--- config.mk ---
export PLATFORM = sky130hd
export DESIGN_NAME = dis_scan
export DESIGN_NICKNAME = d
export VERILOG_FILES = /design/src/rtl/dis_scan.sv
export SDC_FILE = /design/constraint.sdc
export NUM_CORES = 1
export LEC_CHECK = 0
export ABC_AREA = 1
export BUFFER_PORTS_ARGS = -buffer_cell sky130_fd_sc_hd__clkbuf_2
export CAP_MARGIN = 20
export CORE_UTILIZATION = 50
export DETAILED_ROUTE_END_ITERATION = 8
export HOLD_SLACK_MARGIN = 0.12
export PLACE_DENSITY = 0.75
export SYNTH_ARGS = -nofsm -noshare
export SYNTH_HDL_FRONTEND = slang
export SYNTH_SLANG_ARGS = --single-unit
--- constraint.sdc ---
create_clock -name clk -period 2.27 [get_ports clk]
set_clock_uncertainty 0.05 [all_clocks]
set_input_delay 0.454 -clock clk [delete_from_list [all_inputs] [get_ports clk]]
set_output_delay 0.454 -clock clk [all_outputs]
set_load 0.02 [all_outputs]
--- src/rtl/dis_scan.sv ---
// Read-out scan of the replica total-distance chain: rotates the chain once,
// tracks the minimum and its replica index, optionally streams each value.
// Optional feature macro: DIS_SCAN_SUM_EN adds the sum_dis accumulator output.
module dis_scan #(
    parameter int replica_num = 32,
    parameter int dis_w       = 16,
    parameter int idx_w       = $clog2(replica_num)
) (
    input  logic             clk,
    input  logic             reset,
    input  logic             start,
    input  logic             opt_busy,
    input  logic             stream_en,
    output logic             busy,
    output logic             done,
    output logic [dis_w-1:0] min_dis,
    output logic [idx_w-1:0] min_idx,
    output logic             rd_valid,
    input  logic             rd_ready,
    output logic [dis_w-1:0] rd_data,
    output logic [idx_w-1:0] rd_idx,
    output logic             distance_shift,
    output logic [dis_w-1:0] distance_wdata,
    input  logic [dis_w-1:0] distance_rdata
`ifdef DIS_SCAN_SUM_EN
    ,
    output logic [dis_w+idx_w:0] sum_dis
`endif
);

    localparam logic [1:0] ST_IDLE  = 2'd0;
    localparam logic [1:0] ST_WAIT  = 2'd1;
    localparam logic [1:0] ST_SHIFT = 2'd2;
    localparam logic [1:0] ST_DONE  = 2'd3;

    localparam logic [idx_w-1:0] last_idx = idx_w'(replica_num - 1);

    logic [1:0]       state_reg;
    logic [1:0]       state_next;
    logic [idx_w-1:0] cnt_reg;
    logic             stream_reg;
    logic [dis_w-1:0] run_min_reg;
    logic [idx_w-1:0] run_idx_reg;

    logic             fire;
    logic             last_fire;
    logic             take;
    logic [idx_w-1:0] cap_idx;
    logic [dis_w-1:0] new_min;
    logic [idx_w-1:0] new_idx;

    // The k-th captured value sits at replica replica_num-1-k; taking ties with
    // <= lets later captures (lower replica indices) win.
    assign cap_idx   = last_idx - cnt_reg;
    assign fire      = (state_reg == ST_SHIFT) && !opt_busy && (!stream_reg || rd_ready);
    assign last_fire = fire && (cnt_reg == last_idx);
    assign take      = (cnt_reg == '0) || (distance_rdata <= run_min_reg);
    assign new_min   = take ? distance_rdata : run_min_reg;
    assign new_idx   = take ? cap_idx : run_idx_reg;

    assign busy           = (state_reg != ST_IDLE);
    assign done           = (state_reg == ST_DONE);
    assign distance_shift = fire;
    assign distance_wdata = fire ? distance_rdata : '0;
    assign rd_valid       = (state_reg == ST_SHIFT) && stream_reg && !opt_busy;
    assign rd_data        = rd_valid ? distance_rdata : '0;
    assign rd_idx         = rd_valid ? cap_idx : '0;

    always_comb begin
        state_next = state_reg;
        case (state_reg)
            ST_IDLE:  if (start) state_next = opt_busy ? ST_WAIT : ST_SHIFT;
            ST_WAIT:  if (!opt_busy) state_next = ST_SHIFT;
            ST_SHIFT: if (last_fire) state_next = ST_DONE;
            default:  state_next = ST_IDLE;
        endcase
    end

    always_ff @(posedge clk or negedge reset) begin
        if (!reset) begin
            state_reg   <= ST_IDLE;
            cnt_reg     <= '0;
            stream_reg  <= 1'b0;
            run_min_reg <= '0;
            run_idx_reg <= '0;
            min_dis     <= '0;
            min_idx     <= '0;
        end else begin
            state_reg <= state_next;
            if (state_reg == ST_IDLE && start) begin
                stream_reg <= stream_en;
                cnt_reg    <= '0;
            end
            if (fire) begin
                cnt_reg     <= cnt_reg + 1'b1;
                run_min_reg <= new_min;
                run_idx_reg <= new_idx;
            end
            // Published on the edge into DONE so the result is visible with done.
            if (last_fire) begin
                min_dis <= new_min;
                min_idx <= new_idx;
            end
        end
    end

`ifdef DIS_SCAN_SUM_EN
    logic [dis_w+idx_w:0] sum_reg;
    logic [dis_w+idx_w:0] sum_new;

    assign sum_new = sum_reg + (dis_w + idx_w + 1)'(distance_rdata);

    always_ff @(posedge clk or negedge reset) begin
        if (!reset) begin
            sum_reg <= '0;
            sum_dis <= '0;
        end else begin
            if (state_reg == ST_IDLE && start) begin
                sum_reg <= '0;
            end else if (fire) begin
                sum_reg <= sum_new;
            end
            if (last_fire) begin
                sum_dis <= sum_new;
            end
        end
    end
`endif

endmodule
==> results_dict.tcl, run 1 <==
set metrics [dict create \
    synthArstFlopShare_pct 100.0 \
    drcViolationCount 0 \
    grt_use_met2_pct 45.12 \
    cts-root-buf "clkbuf_8" \
    cp_top_family "buffers and inverters" \
    routed_wl_um 8023 \
    clock-sinks 50 \
    synth-edff-count 0 \
    antenna_found_initial 0 \
    drv_cap 0 \
    rr_startpoint "run_min_reg[7]" \
    synth_compound_area_share_pct 3.516 \
    p_leak_nw 2.320 \
    yosys.area_share.simple_pct 36.72 \
    chipHeight_um 82.04 \
    critical_path.endpoint_type "primary output" \
    yosysUniqueCellTypes 24 \
    row_count 28 \
    grt_first_pass_wirelength_um 13190 \
    hp-class "in -> reg" \
    synth_top_flop_cell "dfrtp_1" \
    total_power_w 0.004069 \
    setup_viol 0 \
    start_util_pct 52.85 \
    fin_crit_ns 2.192 \
    synth_most_common_cell "nand2_1" \
    cpPeakStageDelay_ns 0.40 \
    place_hpwl_um 5459 \
    via_per_inst 5.143 \
    worst-path-stages 8 \
    firstDrtPassIters 4 \
    core-area_um2 6061 \
    avgSynthCellArea_um2 7.519 \
    crit_required_ns 1.77 \
    synthCells 426 \
    synth_area_leader_cell "dfrtp_1" \
    reg2reg_to "run_min_reg[13]" \
    post-route-util_pct 65.48 \
    synthAdderAreaFrac_pct 9.375 \
    gp_congestion 0.8531 \
    ioPinCount 84 \
    htreeDepth 2 \
    critPathMaxFanout 17 \
    synth_warnings 0 \
    grtUsageMet3_pct 4.111 \
    crit_chain "inv_2 -> ha_4 -> nand2_2 -> nor2_4 -> inv_4 -> buf_12 -> nor2_1 -> clkbuf_2" \
    synth_area_leaders "dfrtp_1, nand2_1, ha_1" \
    synthTopCellsByCount "nand2_1, nand3_1, inv_1" \
    synth_top_family_by_area "simple AND/OR/NAND/NOR gates" \
    worst_slew_pin_slew_ns 0.6514 \
    synth_xor_area_share_pct 0 \
    wl_per_cell_um 13.53 \
    drtIter0Drc 178 \
    synth_nets 472 \
    r2r_slack_ns 0.25 \
    path_buf_inv 4 \
    drive_gt1_share_pct 30.50 \
    cts_tree "yes" \
    track_usage_pct 25.92 \
    crit_start "state_reg[0]" \
    rsz0062_at_grt "true" \
    drtAntennaViolNets 0 \
    grt-ovfl-total 0 \
    nNetsFinal 563 \
    status "finished, final reports clean" \
    nFillCells 531 \
    max_freq_ghz 0.4563 \
    synthesis.area_um2 3203 \
    drv_slew 0 \
    clockBufferDepth 2 \
    synth_mux_area_share_pct 0 \
    synth_top_area_share_pct 39.06 \
    crit_type "reg -> out" \
    dieArea_um2 6731 \
    port_buffers 83 \
    hold_viol_final 0 \
    insertion_delay_ns 0.31 \
    area_growth_syn_to_layout_pct 23.91 \
    r2r_cells 10 \
    vdd_drop_max_mv 0.6968 \
    slowest_stage "dfrtp_1" \
    worst_setup_path_start_kind "flip-flop" \
    die_w_um 82.04 \
    placed_area_um2 3674 \
    crit_end "distance_wdata[13]" \
    grt_max_degree 29 \
    grt_pass1_vias 2941 \
    relSlewSlack_pct 56.58 \
    final_area_um2 3969 \
    period_share_pct 96.55 \
    synth_seq_area_share_pct 39.06 \
    power.density_nw_per_um2 1025 \
    cp_data_arrival_time_ns 1.69 \
    use_met1_pct 32.54 \
    ys_ff_latch 50 \
    vias 3050 \
    clk_pin_slew_ns 0.09 \
    numCtsBuffers 5 \
    grt-busiest-layer "met2" \
    diodes 0 \
]
-- per-layer routing --
| metal | up-vias | wire [µm] | part of all wire [%] |
|---|---|---|---|
| met3 | 8 | 449 | 5.6 |
| met1 | 1438 | 3501 | 44 |
| li1 | 1507 | - | - |
| met5 | - | 0 | 0 |
| met4 | 0 | 75 | 0.93 |
| met2 | 97 | 3997 | 50 |
-- worst min path at each step --
stage	to	slack, ns	start	cells after the start
2_1_floorplan	cnt_reg[0]	0.11	reset	0
3_3_place_gp	run_idx_reg[2]	0.41	run_idx_reg[2]	2
3_5_place_dp	min_dis[12]	0.41	min_dis[12]	2
4_1_cts	stream_reg	0.33	stream_en	3
5_1_grt	stream_reg	0.38	stream_en	3
6_report	stream_reg	0.33	stream_en	3
-- area by class of cell --
class	count	area (µm²)	share of cell area, %
timing repair buffer	103	676.9	17.06
clock buffer	7	76.32	1.923
clock inverter	1	30.03	0.7566
multi-input combinational	302	1632	41.11
inverter	55	209.0	5.265
sequential	50	1251	31.53
tap	75	93.84	2.364
-- placed cells by master, fill, tap and decap left out, drive strengths merged --
cell type	n
bufbuf	1
dlygate4sd3	1
nand2	137
a21o	1
dfrtp	50
nand4	3
inv	55
nor2	52
a21oi	9
ha	24
nand3	65
o21ai	9
buf	49
bufinv	1
o22ai	1
clkbuf	59
o21a	1
-- worst register-to-register path: stages (launching register included) --
cell	delay (ns)
dfrtp_1	0.35
inv_1	0.06
ha_1	0.30
nand2_1	0.09
nor2_2	0.13
nand4_1	0.12
o21a_2	0.25
nand2_4	0.30
nand2_1	0.13
nand3_1	0.09
nand2_1	0.06
-- power breakdown --
group          internal, W  total, W  leakage, nW  switching (W)
registers          0.00111   0.00126        0.658       0.000147
clock network     0.000330  0.000643       0.0524       0.000313
logic             0.000789   0.00217         1.61        0.00138
-- cell families after synthesis --
group / count (synthesis)
adder cells (fa/ha/maj): 24
AND/OR/NAND/NOR: 257
AO/OA/AOI/OAI: 21
buffers and inverters: 74
flip-flops: 50
-- metrics by stage --
step | worst slack (ns) | setup TNS, ns | hold slack, ns | instances
after floorplan | 0.1091 | 0 | 0.1084 | 426
after global placement | 0.1422 | 0 | 0.4117 | 577
after detailed placement | 0.1090 | 0 | 0.4140 | 577
after CTS | 0.01903 | 0 | 0.3282 | 588
after global routing | -0.004124 | -0.01043 | 0.3837 | 593
final | 0.07840 | 0 | 0.3323 | 593
-- what timing repair did --
item | in CTS | in global routing
hold buffers | 1 | 0
setup buffers | 1 | 5
gates resized for setup | 10 | 59
endpoints found under the setup margin | 38 | 38
endpoints found under the hold margin | 7 | 0
pin swaps | 1 | 1
gates cloned | 1 | 0
Note: power is estimated with default switching activity, not from simulation.
==> inputs of run 2 (changes only) <==
- clock period: 2.27 -> 2.7 ns (I/O delays scaled with it)
==> run 2 against run 1 <==
Net effect:
- clock-buffer cell count shrank 2
- wire length is 1.0% lower
- register-to-register slack gained 0.13 ns
- via count shrank 1.9%
- setup slack gained 0.032 ns
- utilization shrank 2.0 points
- combinational power decreased by 21%
- global-route usage down 1.3 points
- final cell count shrank 0.67%
- sequential cell count did not move
- critical path type unchanged
- critical path depth is the same
- total power down 16%
==> results_dict.tcl, run 2 (synthesis results as in run 1) <==
set metrics [dict create \
    final_area_um2 3846 \
    hp-class "in -> reg" \
    clockBufferDepth 2 \
    chipHeight_um 82.04 \
    placed_area_um2 3641 \
    p_sw_share_pct 45.28 \
    rsz0062_at_grt "false" \
    grt-ovfl-total 0 \
    p_leak_nw 2.261 \
    core-area_um2 6061 \
    ioPinCount 84 \
    power.density_nw_per_um2 886.9 \
    combPwrFrac_pct 50.0 \
    wl_per_cell_um 13.48 \
    die_w_um 82.04 \
    numCtsBuffers 5 \
    cp_top_family "buffers and inverters" \
    cp_data_arrival_time_ns 2.00 \
    rr_startpoint "state_reg[0]" \
    place_hpwl_um 5566 \
    crit_chain "inv_1 -> ha_1 -> nand2_1 -> nor2_4 -> clkinvlp_4 -> buf_4 -> nor2_1 -> clkbuf_2" \
    cts_tree "yes" \
    nNetsFinal 559 \
    fin_crit_ns 2.590 \
    final_cells 589 \
    setup_viol 0 \
    worst-path-stages 8 \
    layout_commonest_cell "nand2_1" \
    crit_end "rd_idx[3]" \
    grt_pass1_vias 2691 \
    dp_cells 576 \
    relSlewSlack_pct 74.71 \
    critical_path.endpoint_type "primary output" \
    crit_required_ns 2.11 \
    drv_slew 0 \
    antenna_found_initial 0 \
    path_buf_inv 4 \
    pwr-share-clk_pct 19.0 \
    drtIter0Drc 184 \
    port_buffers 83 \
    track_usage_pct 24.57 \
    switchingPower_w 0.001545 \
    hold_viol_final 0 \
    grt_first_pass_wirelength_um 12590 \
    period_share_pct 95.93 \
    via_per_inst 5.078 \
    drv_cap 0 \
    cpPeakStageDelay_ns 0.43 \
    place_ws_ns 0.3724 \
    p_int_w 0.001867 \
    most-common-layout-cells "nand2_1, clkbuf_2, nand3_1, inv_1, dfrtp_1" \
    max_freq_ghz 0.3861 \
    row_count 28 \
    firstDrtPassIters 4 \
    start_util_pct 52.85 \
    diodes 0 \
    dieArea_um2 6731 \
    r2r_slack_ns 0.38 \
    worst_setup_path_start_kind "flip-flop" \
    slowest_stage "dfrtp_1" \
    vias 2991 \
    vdd_drop_max_mv 0.4966 \
    post-route-util_pct 63.46 \
    reg2reg_to "min_dis[3]" \
    crit_start "state_reg[0]" \
    drive_gt1_share_pct 28.60 \
    fin_setup_tns_ns 0 \
    cts-root-buf "clkbuf_8" \
    finalWorstSetupSlack_ns 0.1100 \
    crit_type "reg -> out" \
    critPathMaxFanout 11 \
    routed_wl_um 7941 \
    worst_slew_pin_slew_ns 0.3790 \
    drtAntennaViolNets 0 \
    area_growth_syn_to_layout_pct 20.08 \
    clock-sinks 50 \
    clk_pin_slew_ns 0.09 \
    status "finished, final reports clean" \
    r2r_cells 10 \
    htreeDepth 2 \
    drcViolationCount 0 \
    p_seq_share_pct 31.0 \
    insertion_delay_ns 0.31 \
    gp_congestion 0.8972 \
    grt_max_degree 30 \
]
==> run 2: power by group through the flow <==
stage | clock network [W] | registers, W | logic, W
final | 0.000647 | 0.00106 | 0.00171
after global placement | 0 | 0.00105 | 0.00161
after global routing | 0.000682 | 0.00108 | 0.00192
after floorplan | 0 | 0.00103 | 0.00137
after CTS | 0.000656 | 0.00105 | 0.00166
after detailed placement | 0 | 0.00106 | 0.00166
==> run 2: metal layers <==
| layer | vias up | GRT usage [%] | routed length (µm) |
|---|---|---|---|
| li1 | 1502 | - | - |
| met1 | 1398 | 32.56 | 3734 |
| met2 | 89 | 41.82 | 3861 |
| met3 | 2 | 3.444 | 322 |
| met4 | 0 | 6.491 | 23 |
| met5 | - | 0 | 0 |
==> run 2: what timing repair did <==
| item | CTS | global route |
|---|---|---|
| hold buffers | 1 | 0 |
| resized for setup | 0 | 5 |
| endpoints found under the hold margin | 8 | 0 |
| endpoints found under the setup margin | 0 | 26 |
| buffers inserted | 0 | 3 |
==> run 2: how the worst min path moves through the flow <==
stage	cells past startpoint	startpoint	slack, ns	end
after floorplan	0	reset	0.19	cnt_reg[0]
after global placement	1	reset	0.36	min_dis[6]
after detailed placement	1	reset	0.37	min_dis[5]
after CTS	3	stream_en	0.42	stream_reg
after global routing	2	min_dis[12]	0.46	min_dis[12]
final	3	stream_en	0.43	stream_reg
==> run 2: area by class of cell <==
| class | count | area (µm²) |
|---|---|---|
| multi-input combinational | 302 | 1599 |
| timing repair inverter | 1 | 7.507 |
| tap | 75 | 93.84 |
| inverter | 55 | 214.0 |
| sequential | 50 | 1251 |
| fill | 563 | 2215 |
| clock inverter | 3 | 68.82 |
| clock buffer | 5 | 68.82 |
| timing repair buffer | 98 | 543.0 |
==> run 2: worst min-delay path, cell delays in order <==
cell and delay, ns:
clkbuf_2 0.08, nor2_1 0.09, a21oi_1 0.05
==> run 2: through the flow <==
| stage | power, W | hold WS (ns) |
|---|---|---|
| after floorplan | 0.002409 | 0.1944 |
| after global placement | 0.002660 | 0.3643 |
| after detailed placement | 0.002717 | 0.3716 |
| after CTS | 0.003370 | 0.4234 |
| after global routing | 0.003684 | 0.4569 |
| final | 0.003411 | 0.4321 |
==> inputs of run 3 (changes only) <==
- clock period: 2.7 -> 3.2 ns (I/O delays scaled with it)
==> run 3 against run 2 <==
Net effect:
- first-iteration DRC count shrank 7.6%
- utilization is 2.5 points lower
- non-clock buffer count fell by 8
- total power shrank 22%
==> results_dict.tcl, run 3 (synthesis results as in run 1) <==
set metrics [dict create \
    status "finished, final reports clean" \
    hp-class "in -> async" \
    period_share_pct 91.16 \
    port_buffers 83 \
    grt_pass1_vias 2678 \
    track_usage_pct 24.10 \
    start_util_pct 52.85 \
    power.density_nw_per_um2 716.9 \
    gp_congestion 0.8494 \
    p_leak_nw 2.196 \
    die_w_um 82.04 \
    fin_setup_tns_ns 0 \
    drcViolationCount 0 \
    core-area_um2 6061 \
    grt-ovfl-total 0 \
    chipHeight_um 82.04 \
    ioPinCount 84 \
    nFillCells 559 \
    row_count 28 \
    cp_data_arrival_time_ns 2.23 \
    finalWorstSetupSlack_ns 0.2830 \
    max_freq_ghz 0.3428 \
    met2_length_um 3524 \
    drtAntennaViolNets 0 \
    drt-met1-wl_um 3489 \
    crit_required_ns 2.51 \
    drv_cap 0 \
    drv_slew 0 \
    post-cts-setup-buffer-count 0 \
    relSlewSlack_pct 32.31 \
    drive_gt1_share_pct 26.64 \
    cts-root-buf "clkbuf_8" \
    clk_pin_slew_ns 0.10 \
    place_ws_ns 0.5473 \
    wl_met3_um 322 \
    layout_commonest_cell "nand2_1" \
    dieArea_um2 6731 \
    fin_crit_ns 2.917 \
    most-common-layout-cells "nand2_1, clkbuf_2, nand3_1, inv_1, dfrtp_1" \
    placed_area_um2 3611 \
    critPathMaxFanout 30 \
    dr.max_layer_used "met4" \
    firstDrtPassIters 4 \
    worst_setup_path_start_kind "flip-flop" \
    numCtsBuffers 5 \
    cts_hold_buf 0 \
    insertion_delay_ns 0.31 \
    wl_per_cell_um 12.84 \
    vdd_drop_max_mv 0.4687 \
    rsz0062_at_grt "false" \
    worst_slew_pin_slew_ns 1.014 \
    nNetsFinal 550 \
    critical_path.endpoint_type "primary output" \
    final_area_um2 3694 \
    diodes 0 \
    hold_viol_final 0 \
    cts.repair.resized 0 \
    crit_type "reg -> out" \
    grt_first_pass_wirelength_um 12210 \
    final_cells 578 \
    antenna_found_initial 0 \
    drtIter0Drc 170 \
    dp_cells 572 \
    setup_viol 0 \
    clockBufferDepth 2 \
    routed_wl_um 7423 \
    cts_tree "yes" \
    htreeDepth 2 \
    via_per_inst 5.022 \
    area_growth_syn_to_layout_pct 15.31 \
    place_hpwl_um 5144 \
    grt_max_degree 51 \
    clock-sinks 50 \
    vias 2903 \
]
-- run 3: cell count changes in the layout (fill, tap and decap cells not counted), moves of 2 or more --
cell,previous run,this run
buf_4,13,7
clkinvlp_4,3,0
bufinv_16,2,0
inv_1,52,54
-- run 3: report_power, final --
group	internal [W]	switching [W]
Sequential	0.000787	0.000103
Clock	0.000168	0.000213
Combinational	0.000449	0.000929
Total	0.00140	0.00124
-- run 3: metrics by stage --
| stage | total power [W] | utilization [%] | hold slack, ns |
|---|---|---|---|
| 3_5_place_dp | 0.002285 | 59.58 | 0.4149 |
| 3_3_place_gp | 0.002230 | 59.58 | 0.4111 |
| 4_1_cts | 0.002673 | 60.94 | 0.4189 |
| 2_1_floorplan | 0.002033 | - | 0.2944 |
| 6_report | 0.002648 | 60.94 | 0.3887 |
| 5_1_grt | 0.002885 | 60.94 | 0.4536 |
-- run 3: worst max-delay path, stage by stage (launching register included) --
cell      delay (ns)
dfrtp_1         0.42
inv_1           0.10
ha_1            0.23
nand2_1         0.11
nor2_2          0.05
inv_1           0.73
nor2_1          0.08
clkbuf_2        0.19
-- run 3: layout make-up --
| class | count | area [µm²] | share of cell area, % |
|---|---|---|---|
| multi-input cells | 302 | 1592 | 43.09 |
| repair buffers | 90 | 467.9 | 12.67 |
| inverters | 55 | 206.4 | 5.589 |
| clock buffers | 6 | 82.58 | 2.236 |
| flip-flops and latches | 50 | 1251 | 33.88 |
| well taps | 75 | 93.84 | 2.541 |
-- run 3: per-layer routing --
metal | vias up | global-route usage (%)
met1 | 1336 | 31.70
met4 | 0 | 7.895
li1 | 1479 | -
met5 | - | 0
met3 | 7 | 3.111
met2 | 81 | 40.74
-- run 3: path summary, 6_finish.rpt --
| kind | from | to | slack (ns) | cells past startpoint |
|---|---|---|---|---|
| max in group asynchronous | reset | min_idx[1] | 2.28 | 2 |
| min reg2reg | min_dis[5] | min_dis[5] | 0.43 | 2 |
| min | reset | min_dis[6] | 0.39 | 2 |
| max | state_reg[0] | distance_wdata[0] | 0.28 | 7 |
| max reg2reg | state_reg[0] | min_dis[12] | 0.93 | 10 |
| min in group clk | min_dis[5] | min_dis[5] | 0.43 | 2 |
